<file path="src/rtl/calc_pkg.sv">
// calc_pkg: shared state encoding, operator codes and parameter defaults
// for the calculator keypad sequencer.
package calc_pkg;

    typedef enum logic [2:0] {
        S_IDLE      = 3'd0,
        S_FIRST     = 3'd1,
        S_WAIT_OPND = 3'd2,
        S_SECOND    = 3'd3,
        S_EXEC      = 3'd4,
        S_ERR       = 3'd5
    } state_t;

    localparam logic [1:0] OP_ADD = 2'b00;
    localparam logic [1:0] OP_SUB = 2'b01;
    localparam logic [1:0] OP_MUL = 2'b10;
    localparam logic [1:0] OP_DIV = 2'b11;

    localparam int MAX_DIGITS_DEF   = 8;
    localparam int EXEC_TIMEOUT_DEF = 15;

endpackage

</file>
<file path="src/rtl/calc_edge_detect.sv">
// calc_edge_detect: rising-edge detector for one keypad level.
// Ports: clk, reset_n (async, active-low), d (level in), rise (d=1 after a sample of 0).
// History resets to 1 so a level held high across reset release is not an event.
module calc_edge_detect (
    input  logic clk,
    input  logic reset_n,
    input  logic d,
    output logic rise
);

    logic prev_q, prev_d;

    always_comb prev_d = d;

    always_ff @(posedge clk or negedge reset_n) begin
        if (!reset_n) prev_q <= 1'b1;
        else          prev_q <= prev_d;
    end

    assign rise = d & ~prev_q;

endmodule

</file>
<file path="src/rtl/calc_sequencer.sv">
// calc_sequencer: keypad-driven control FSM for a calculator datapath.
// Inputs : clk, reset_n (async, active-low), enter/number/total/clear keypad levels,
//          valid (qualifies enter/number), op_in (operator), alu_done/alu_err from the ALU.
// Outputs: one-cycle command pulses entry_shift, entry_clr, store, update, acc_clr, alu_start;
//          alu_op, show (1 = accumulator), err, state. All outputs are registered.
module calc_sequencer
    import calc_pkg::*;
#(
    parameter int MAX_DIGITS   = MAX_DIGITS_DEF,
    parameter int EXEC_TIMEOUT = EXEC_TIMEOUT_DEF
) (
    input  logic       clk,
    input  logic       reset_n,
    input  logic       enter,
    input  logic       number,
    input  logic       total,
    input  logic       clear,
    input  logic       valid,
    input  logic [1:0] op_in,
    input  logic       alu_done,
    input  logic       alu_err,
    output logic       entry_shift,
    output logic       entry_clr,
    output logic       store,
    output logic       update,
    output logic       acc_clr,
    output logic       alu_start,
    output logic [1:0] alu_op,
    output logic       show,
    output logic       err,
    output logic [2:0] state
);

    localparam int DW = $clog2(MAX_DIGITS + 1);
    localparam int TW = $clog2(EXEC_TIMEOUT + 1);

    logic enter_ev, number_ev, total_ev, clear_ev;

    calc_edge_detect u_ed_enter  (.clk(clk), .reset_n(reset_n), .d(enter),  .rise(enter_ev));
    calc_edge_detect u_ed_number (.clk(clk), .reset_n(reset_n), .d(number), .rise(number_ev));
    calc_edge_detect u_ed_total  (.clk(clk), .reset_n(reset_n), .d(total),  .rise(total_ev));
    calc_edge_detect u_ed_clear  (.clk(clk), .reset_n(reset_n), .d(clear),  .rise(clear_ev));

    state_t        state_q, state_d;
    logic          show_q, show_d, err_q, err_d;
    logic [1:0]    alu_op_q, alu_op_d, next_op_q, next_op_d;
    logic [DW-1:0] digits_q, digits_d;
    logic [TW-1:0] tmo_q, tmo_d;
    logic          entry_shift_q, entry_shift_d, entry_clr_q, entry_clr_d;
    logic          store_q, store_d, update_q, update_d;
    logic          acc_clr_q, acc_clr_d, alu_start_q, alu_start_d;

    always_comb begin
        state_d       = state_q;
        show_d        = show_q;
        err_d         = err_q;
        alu_op_d      = alu_op_q;
        next_op_d     = next_op_q;
        digits_d      = digits_q;
        tmo_d         = tmo_q;
        entry_shift_d = 1'b0;
        entry_clr_d   = 1'b0;
        store_d       = 1'b0;
        update_d      = 1'b0;
        acc_clr_d     = 1'b0;
        alu_start_d   = 1'b0;
        if (clear_ev) begin
            acc_clr_d   = 1'b1;
            entry_clr_d = 1'b1;
            show_d      = 1'b0;
            err_d       = 1'b0;
            alu_op_d    = OP_ADD;
            next_op_d   = OP_ADD;
            digits_d    = '0;
            tmo_d       = '0;
            state_d     = S_IDLE;
        end else if (state_q == S_EXEC) begin
            // Only alu_done (or clear, above) can move EXEC; alu_op stays frozen here.
            if (alu_done && alu_err) begin
                err_d   = 1'b1;
                state_d = S_ERR;
            end else if (alu_done) begin
                update_d    = 1'b1;
                entry_clr_d = 1'b1;
                show_d      = 1'b1;
                alu_op_d    = next_op_q;
                digits_d    = '0;
                state_d     = S_WAIT_OPND;
            end else if (tmo_q == TW'(EXEC_TIMEOUT - 1)) begin
                err_d   = 1'b1;
                state_d = S_ERR;
            end else begin
                tmo_d = tmo_q + 1'b1;
            end
        end else if (state_q != S_ERR) begin
            // A qualified event claims the cycle even when the current state ignores it.
            if (enter_ev && valid) begin
                if (state_q == S_FIRST) begin
                    store_d     = 1'b1;
                    entry_clr_d = 1'b1;
                    alu_op_d    = op_in;
                    digits_d    = '0;
                    state_d     = S_WAIT_OPND;
                end else if (state_q == S_WAIT_OPND) begin
                    alu_op_d = op_in;
                end else if (state_q == S_SECOND) begin
                    alu_start_d = 1'b1;
                    next_op_d   = op_in;
                    tmo_d       = '0;
                    state_d     = S_EXEC;
                end
            end else if (number_ev && valid) begin
                if (digits_q != DW'(MAX_DIGITS)) begin
                    entry_shift_d = 1'b1;
                    digits_d      = digits_q + 1'b1;
                    state_d       = (state_q == S_IDLE)      ? S_FIRST  :
                                    (state_q == S_WAIT_OPND) ? S_SECOND : state_q;
                end
            end else if (total_ev) begin
                show_d = ~show_q;
            end
        end
    end

    always_ff @(posedge clk or negedge reset_n) begin
        if (!reset_n) begin
            state_q       <= S_IDLE;
            show_q        <= 1'b0;
            err_q         <= 1'b0;
            alu_op_q      <= OP_ADD;
            next_op_q     <= OP_ADD;
            digits_q      <= '0;
            tmo_q         <= '0;
            entry_shift_q <= 1'b0;
            entry_clr_q   <= 1'b0;
            store_q       <= 1'b0;
            update_q      <= 1'b0;
            acc_clr_q     <= 1'b0;
            alu_start_q   <= 1'b0;
        end else begin
            state_q       <= state_d;
            show_q        <= show_d;
            err_q         <= err_d;
            alu_op_q      <= alu_op_d;
            next_op_q     <= next_op_d;
            digits_q      <= digits_d;
            tmo_q         <= tmo_d;
            entry_shift_q <= entry_shift_d;
            entry_clr_q   <= entry_clr_d;
            store_q       <= store_d;
            update_q      <= update_d;
            acc_clr_q     <= acc_clr_d;
            alu_start_q   <= alu_start_d;
        end
    end

    assign entry_shift = entry_shift_q;
    assign entry_clr   = entry_clr_q;
    assign store       = store_q;
    assign update      = update_q;
    assign acc_clr     = acc_clr_q;
    assign alu_start   = alu_start_q;
    assign alu_op      = alu_op_q;
    assign show        = show_q;
    assign err         = err_q;
    assign state       = state_q;

endmodule

</file>
<file path="config.mk">
export PLATFORM = sky130hd
export DESIGN_NAME = calc_sequencer
export DESIGN_NICKNAME = d
export VERILOG_FILES = /design/src/rtl/calc_pkg.sv /design/src/rtl/calc_edge_detect.sv /design/src/rtl/calc_sequencer.sv
export SDC_FILE = /design/constraint.sdc
export NUM_CORES = 1
export LEC_CHECK = 0
export ABC_AREA = 1
export BUFFER_PORTS_ARGS = -buffer_cell sky130_fd_sc_hd__buf_2
export CAP_MARGIN = 25
export CORE_MARGIN = 3
export CORE_UTILIZATION = 40
export DETAILED_ROUTE_END_ITERATION = 12
export PLACE_DENSITY = 0.71
export RECOVER_POWER = 50
export SKIP_CTS_REPAIR_TIMING = 1
export SYNTH_ARGS = -nofsm -noshare
export SYNTH_HDL_FRONTEND = slang
export SYNTH_SLANG_ARGS = --single-unit
</file>
<file path="constraint.sdc">
create_clock -name clk -period 1.4 [get_ports clk]
set_input_delay 0 -clock clk [delete_from_list [all_inputs] [get_ports clk]]
set_output_delay 0 -clock clk [all_outputs]
set_load 0.02 [all_outputs]
</file>
# Word level (Yosys, flattened, before mapping)
# Cells that the tools add are included.
dict set report classes {
  reduce_logical 24
  n_eq_ne 23
  bitwise_logic 9
  muxes 86
  add_sub_neg 2
}
# operator count
set op_table {}
lappend op_table {{$mux W4} 19}
lappend op_table {{$mux W3} 14}
lappend op_table {{$mux W1} 38}
lappend op_table {{$mux W2} 15}
lappend op_table {{$ne A3 B3 Y1 const B} 9}
lappend op_table {{$reduce_and A6 Y1} 3}
lappend op_table {{$reduce_bool A3 Y1} 5}
lappend op_table {{$reduce_bool A4 Y1} 3}
lappend op_table {{$ne A5 B3 Y1 const B} 2}
lappend op_table {{$add A4 B1 Y4 const B} 2}
lappend op_table {{$reduce_and A8 Y1} 1}
lappend op_table {{$reduce_bool A2 Y1} 4}
lappend op_table {{$reduce_and A7 Y1} 1}
lappend op_table {{$eq A3 B2 Y1 const B} 2}
lappend op_table {{$ne A2 B2 Y1 const B} 3}
lappend op_table {{$ne A5 B5 Y1 const B} 1}
lappend op_table {{$not A1 Y1} 5}
lappend op_table {{$reduce_and A5 Y1} 1}
lappend op_table {{$reduce_bool A5 Y1} 1}
lappend op_table {{$and A1 B1 Y1} 4}
lappend op_table {{$eq A4 B4 Y1 const B} 1}
lappend op_table {{$ne A4 B3 Y1 const B} 1}
lappend op_table {{$ne A4 B4 Y1 const B} 1}
lappend op_table {{$eq A3 B1 Y1 const B} 1}
lappend op_table {{5 further kinds} 7}
dict set report totals {
  wordCells 161
  in_bits 11
  register_bits 27
}

# Logic depth before layout (Yosys ltp)
# Gate-level depths: netlist of run 1.
dict set report depth {
  word_depth 9
  mapped_depth 10
  ltp_nobuf 10
}

# By module
# From an unflattened synthesis of run 1, not the netlist that was laid out.
dict set report hier_totals {
  hier_cells 183
  area_unflattened_um2 1526.5
}
# mod seq_area_each_um2 area_per_inst_um2 n_inst cells_per_inst
set by_module_without_submodules {}
lappend by_module_without_submodules {calc_sequencer 575.6 1381.3 1 171}
lappend by_module_without_submodules {calc_edge_detect 26.3 36.3 4 3}

# Worst setup path after synthesis of run 1
# No wires, ideal clock.
dict set report synth_timing {
  path_type {register to register}
  start {register state_q[1], in the netlist state[1]}
  end {register tmo_q[1]}
  path_stages_with_launch 9
  setup_ns 0.117
  period_less_slack_ns 1.373
  slack_ns 0.027
  path_buffers 0
  arrival_ns 1.256
  required_ns 1.283
  cell_sequence {dfrtp_1 > nor2_4 > nand2_4 > nand2_4 > nor2_4 > nor2_1 > nand3_2 > nand2_1 > nand2_1}
}
dict set report synth_between {
  elab_chain_len 3
  word_cells_on_any_way 16
  cone_classes {eq/ne (10); mux (2); reduce/logical (4)}
}
# element line_no
set synth_lines {}
lappend synth_lines {{start: declaration} calc_sequencer.sv:44} ;# state_t state_q, state_d;
lappend synth_lines {{start signal: assignment} calc_sequencer.sv:141} ;# state_q <= state_d;
lappend synth_lines {{$eq A3 B3 Y1 (tied with other cells)} calc_sequencer.sv:77} ;# end else if (state_q == S_EXEC) begin
lappend synth_lines {{$ne A3 B3 Y1 (no source line) (tied with other cells)} --}
lappend synth_lines {{$reduce_and A8 Y1 (no source line) / $mux W4 (equally long branches)} --}
lappend synth_lines {{end signal: assignment} calc_sequencer.sv:147} ;# tmo_q <= tmo_d;
lappend synth_lines {{end: declaration} calc_sequencer.sv:48} ;# logic [TW-1:0] tmo_q, tmo_d;
# Parallel ways exist; a longest one is shown, timed or not.
# A chain may end at the register's enable or synchronous reset.

# Worst setup path in the final report of run 1
dict set report layout_timing {
  start {register u_ed_clear.prev_q}
  end {register state_q[2], in the netlist state[2]}
}
dict set report layout_between {
  elab_chain_len 4
  word_cells_on_any_way 11
  cone_classes {eq/ne (3); mux (1); bitwise (2); reduce/logical (5)}
}
# element line_no
set layout_lines {}
lappend layout_lines {{start: declaration} calc_edge_detect.sv:11} ;# logic prev_q, prev_d;
lappend layout_lines {{start signal: assignment} calc_edge_detect.sv:17} ;# else prev_q <= prev_d;
lappend layout_lines {{$not A1 Y1 (*)} calc_edge_detect.sv:20} ;# assign rise = d & ~prev_q;
lappend layout_lines {{$and A1 B1 Y1 (*)} calc_edge_detect.sv:20}
lappend layout_lines {{$ne A5 B3 Y1 (no source line) (tied with other cells)} --}
lappend layout_lines {{$reduce_and A7 Y1 (no source line)} --}
# Mark *: on every way between the ends. The rest lies on a longest branch, timed or not.

==> qor.yml, run 1 <==
logic_synthesis:
  synth.avg_cell_area_um2: 8.51
  synthArstFlopShare: 1.00
  synth-main-ff-cell: "dfrtp_1"
  synth_area_um2: 1440
  yosys_warnings: 0
  netlist_instances: 169
  ys_seq_area_frac: 0.473
  synth_cell_type_count: 25
  synth-edff-count: 0
  ys_ff_latch: 27
  syn-num-nets: 184
die:
  io_pins: 24
  start_util: 0.425
  core_area_um2: 3390
  die_h_um: 66.0
  die_w_um: 66.0
  rows: 21
  dieArea_um2: 4350
power:
  total_power_mw: 2.50
  powerDensity_nw_per_um2: 1250
  p_sw_mw: 0.998
  internal_power_mw: 1.50
  leakage_nw: 1.08
  combPwrFrac: 0.460
  swShare: 0.399
  power.share.sequential: 0.402
  p_clk_frac: 0.139
  ir_drop_uv: 837
clock_network:
  path_clk_slew_ns: 0.16
  cts.sinks: 27
  clk-insertion-delay-late_ns: 0.34
  cts_root_buffer: "clkbuf_4"
  htreeDepth: 1
  cts_tree: "built"
  cts_buffers: 3
  cts_max_path_buffers: 2
cells_and_area:
  antennaDiodeCount: 0
  multi_input_area_um2: 761
  seq_area_um2: 683
  final_cells: 275
  num-nets-final: 245
  final_common_cell: "nand2_1"
  post_route_cells_drive_above_1_share: 0.397
  area_growth_syn_to_layout_pct: 39.0
  fillCellCount: 293
  final_cell_mix: "nand2_1, buf_2, buf_4"
timing:
  skew_ns: 0.0215
  worst_pin_slew_ns: 0.597
  final.period_utilization: 0.995
  relSlewSlack: 0.602
  fmax_mhz: 718
  finalHoldViolCount: 0
  maxSlewViolCount: 0
  rsz0062_at_grt: "yes"
  setup_viol: 0
  period_minus_slack_ns: 1.39
detailed_routing:
  post_drt_wl_per_cell_um: 12.3
  drt-total-wl_mm: 3.39
  vias: 1318
  dr.pass1.iters: 4
  drc: 0
  ant_nets: 0
  via_per_inst: 4.79
  drt_iter0_drc: 43
setup_path:
  required_ns: 1.63
  path_max_fanout: 5
  critPathKind: "reg -> reg"
  cpPeakStageDelay_ns: 0.59
  end_kind: "register"
  slowest_stage: "dfstp_2"
  crit_family: "simple AND/OR/NAND/NOR gates"
  cp_data_arrival_time_ns: 1.62
  crit_top_cell: "nand2_1"
  crit_chain: "inv_1, nand2_2, nand2_4, nor2_4, nand2_2, nand2_1, nor2_2, nand2_1, nand2_1"
  critPathBufInv: 1
  start_kind: "register"
place:
  place_inst: 248
  routabilityCongestion: 0.912
  portBuffers: 23
  hpwl_mm: 2.27
global_route:
  grtUsageTotal: 0.154
  grt_pass1_wl_mm: 5.18
  grt_max_degree: 28
  grt.overflow.total: 0
  grt_pass1_vias: 1134
  antenna_found_initial: 0
run:
  maxCapViolCount: 0
status:
  status: "completed"
hold_path:
  hp-class: "in -> async"
[logic make-up (layout without fill, tap and decap cells)]
family	count (synthesis)	after routing	share of synthesized area
compound gates	13	13	0.0635
xor+xnor	4	4	0.0244
simple gates	103	103	0.357
fa+ha+maj	4	4	0.0348
flops	27	27	0.473
buf+inv	18	78	0.0470
[path summary, 6_finish.rpt]
check | startpoint | endpoint | slack, ns | cells after the start
setup / recovery | u_ed_clear.prev_q$_DFF_PN1_ | state[2]$_DFFE_PN0P_ | 0.007 | 9
hold / removal | reset_n | tmo_q[2]$_DFFE_PN0P_ | 0.17 | 2
setup reg to reg | u_ed_clear.prev_q$_DFF_PN1_ | state[2]$_DFFE_PN0P_ | 0.007 | 9
hold reg to reg | alu_op[1]$_DFFE_PN0P_ | alu_op[1]$_DFFE_PN0P_ | 0.52 | 2
max in group asynchronous | reset_n | state[2]$_DFFE_PN0P_ | 0.78 | 2
min in group clk | valid | digits_q[3]$_DFFE_PN0P_ | 0.17 | 7
[area by class of cell]
type	instances	share of cell area
multi-input combinational	124	0.380
sequential	27	0.341
timing repair buffer	56	0.201
inverter	18	0.0338
tap	46	0.0288
clock buffer	3	0.0113
clock inverter	1	0.00375
[synth_stat cells (all sizes together) (3+ instances only)]
cell type  instances  area (um2)
dfrtp             23         576
nand3             25         150
nand3b             3        22.5
inv               18        67.6
dfstp              4         105
ha                 4        50.1
o21ai              7        38.8
nor2              16        90.1
nand2             55         224
[through the flow]
step / setup WS, ns / setup TNS [ns] / hold slack [ns] / utilization / instance area [um2]
6_report: 0.00704 / 0 / 0.166 / 0.590 / 2000
5_1_grt: -0.0670 / -0.547 / 0.168 / 0.590 / 2000
4_1_cts: -0.0404 / -0.0820 / -0.352 / 0.506 / 1720
3_5_place_dp: 0.00447 / 0 / 0.0364 / 0.498 / 1690
3_3_place_gp: 0.0163 / 0 / 0.0350 / 0.498 / 1690
2_1_floorplan: 0.0273 / 0 / -0.296 / - / 1440
[registers in the layout, summed over array words and instances, names as in the netlist, 2 cells and up]
name	count
digits_q	4
tmo_q	4
state	3
alu_op	2
next_op_q	2
[power groups by stage]
stage | Clock, mW | Sequential, mW | Combinational, mW
after CTS | 0.359 | 0.999 | 0.902
after detailed placement | 0 | 1.01 | 0.898
after global routing | 0.394 | 1.02 | 1.26
final | 0.347 | 1.00 | 1.15
after global placement | 0 | 1.01 | 0.890
after floorplan | 0 | 1.14 | 0.442
[routing by layer]
layer  GRT usage  wire, um
met1       0.205      1590
met2       0.248      1620
met3      0.0408       153
met4      0.0381        24
met5           0         0
No activity file was read; power rests on OpenSTA's default activity.
==> inputs of run 2 (changes only) <==
- PLACE_DENSITY: 0.71 -> 0.6
- REMOVE_ABC_BUFFERS: default -> 1
==> run 2 against run 1 <==
Effect of this change: the run now ends with hold timing left; first-iteration DRC count shrank 7.0%; hold slack worse by 0.17 ns; register-to-register slack hardly changed; clock skew shrank 0.012 ns; die area did not move; routed wire length is 1.0% higher; critical endpoint is now show$_DFFE_PN0P_.
==> qor.yml, run 2 (synthesis gave the netlist of run 1 again) <==
power:
  leakage_nw: 1.03
  ir_drop_uv: 649
  total_power_mw: 2.39
  powerDensity_nw_per_um2: 1240
die:
  rows: 21
  die_w_um: 66.0
  core_area_um2: 3390
  io_pins: 24
  die_h_um: 66.0
  dieArea_um2: 4350
  start_util: 0.425
detailed_routing:
  vias: 1330
  drt-total-wl_mm: 3.42
  drc: 0
  via_per_inst: 4.96
  drt_iter0_drc: 40
  post_drt_wl_per_cell_um: 12.8
  ant_nets: 0
  dr.pass1.iters: 4
hold_path:
  hp-class: "in -> reg"
cells_and_area:
  multi_input_area_um2: 759
  area_growth_syn_to_layout_pct: 33.8
  fin_util: 0.568
  seq_area_um2: 682
  final_cell_mix: "nand2_1, dfrtp_1, buf_2"
  fillCellCount: 290
  post_route_cells_drive_above_1_share: 0.374
  num-nets-final: 238
  antennaDiodeCount: 0
  final_common_cell: "nand2_1"
global_route:
  grt_max_degree: 28
  grtUsageTotal: 0.158
  grt.overflow.total: 0
  grt_pass1_vias: 1262
  grt_pass1_wl_mm: 5.31
  antenna_found_initial: 0
timing:
  finalHoldViolCount: 1
  relSlewSlack: 0.598
  period_minus_slack_ns: 1.39
  fmax_mhz: 720
  maxSlewViolCount: 0
  hold_slack_ns: -0.00486
  setup_viol: 0
  rsz0062_at_grt: "yes"
  skew_ns: 0.00994
  final.period_utilization: 0.992
  worst_pin_slew_ns: 0.604
setup_path:
  cp_data_arrival_time_ns: 1.67
  start_kind: "register"
  path_max_fanout: 6
  critPathKind: "reg -> reg"
  end_kind: "register"
  required_ns: 1.68
clock_network:
  cts_buffers: 3
  cts_tree: "built"
  path_clk_slew_ns: 0.15
  cts_root_buffer: "clkbuf_4"
  cts.sinks: 27
  clk-insertion-delay-late_ns: 0.33
  cts_max_path_buffers: 2
  htreeDepth: 1
status:
  status: "finished, violations left"
  violations: "hold timing"
place:
  routabilityCongestion: 0.825
  hpwl_mm: 2.43
  portBuffers: 23
run:
  maxCapViolCount: 0
run 2: final cells by class:
type                    count  share of cell area
multi-input cells         124               0.394
flip-flops and latches     27               0.354
repair buffers             49               0.171
inverters                  18              0.0364
well taps                  46              0.0299
clock buffers               3              0.0117
clock inverters             1             0.00260
run 2: metrics by stage:
stage | std cells | instance area [um2] | setup TNS [ns] | setup slack, ns
2_1_floorplan | 169 | 1440 | 0 | 0.0273
5_1_grt | 268 | 1930 | -0.544 | -0.0703
6_report | 268 | 1930 | 0 | 0.0116
4_1_cts | 251 | 1710 | -0.0625 | -0.0156
3_5_place_dp | 247 | 1680 | 0 | 0.00253
3_3_place_gp | 247 | 1680 | 0 | 0.0366
run 2: path summary, 6_finish.rpt:
path | from | end | slack, ns | depth (start not counted)
worst max-delay path | state[0]$_DFFE_PN0P_ | show$_DFFE_PN0P_ | 0.01 | 8
worst min-delay path | clear | acc_clr$_DFF_PN0_ | -0.005 | 3
worst max register to register | state[0]$_DFFE_PN0P_ | show$_DFFE_PN0P_ | 0.01 | 8
worst min register to register | alu_op[1]$_DFFE_PN0P_ | alu_op[1]$_DFFE_PN0P_ | 0.50 | 2
max in group asynchronous | reset_n | state[2]$_DFFE_PN0P_ | 0.79 | 2
min in group asynchronous | reset_n | store$_DFF_PN0_ | 0.19 | 2
run 2: power by group:
| group | internal, mW | leakage [nW] | switching, mW | total (mW) |
|---|---|---|---|---|
| Combinational | 0.403 | 0.660 | 0.647 | 1.05 |
| Sequential | 0.902 | 0.349 | 0.0970 | 0.999 |
| Clock | 0.107 | 0.0177 | 0.233 | 0.340 |
run 2: layer usage:
metal	vias to the layer above	GRT usage	wire length, um
met5	-	0	0
met4	0	0.0685	82
met3	14	0.0272	131
met2	30	0.297	1830
met1	634	0.170	1380
li1	652	-	-
run 2: critical path: stages, from the launching register on:
cell     delay [ns]
dfrtp_1        0.44
nor2_4         0.19
nand2_4        0.12
nor2_4         0.18
a21oi_2        0.09
buf_4          0.15
nand2_4        0.07
nand2_2        0.05
o21ai_2        0.04
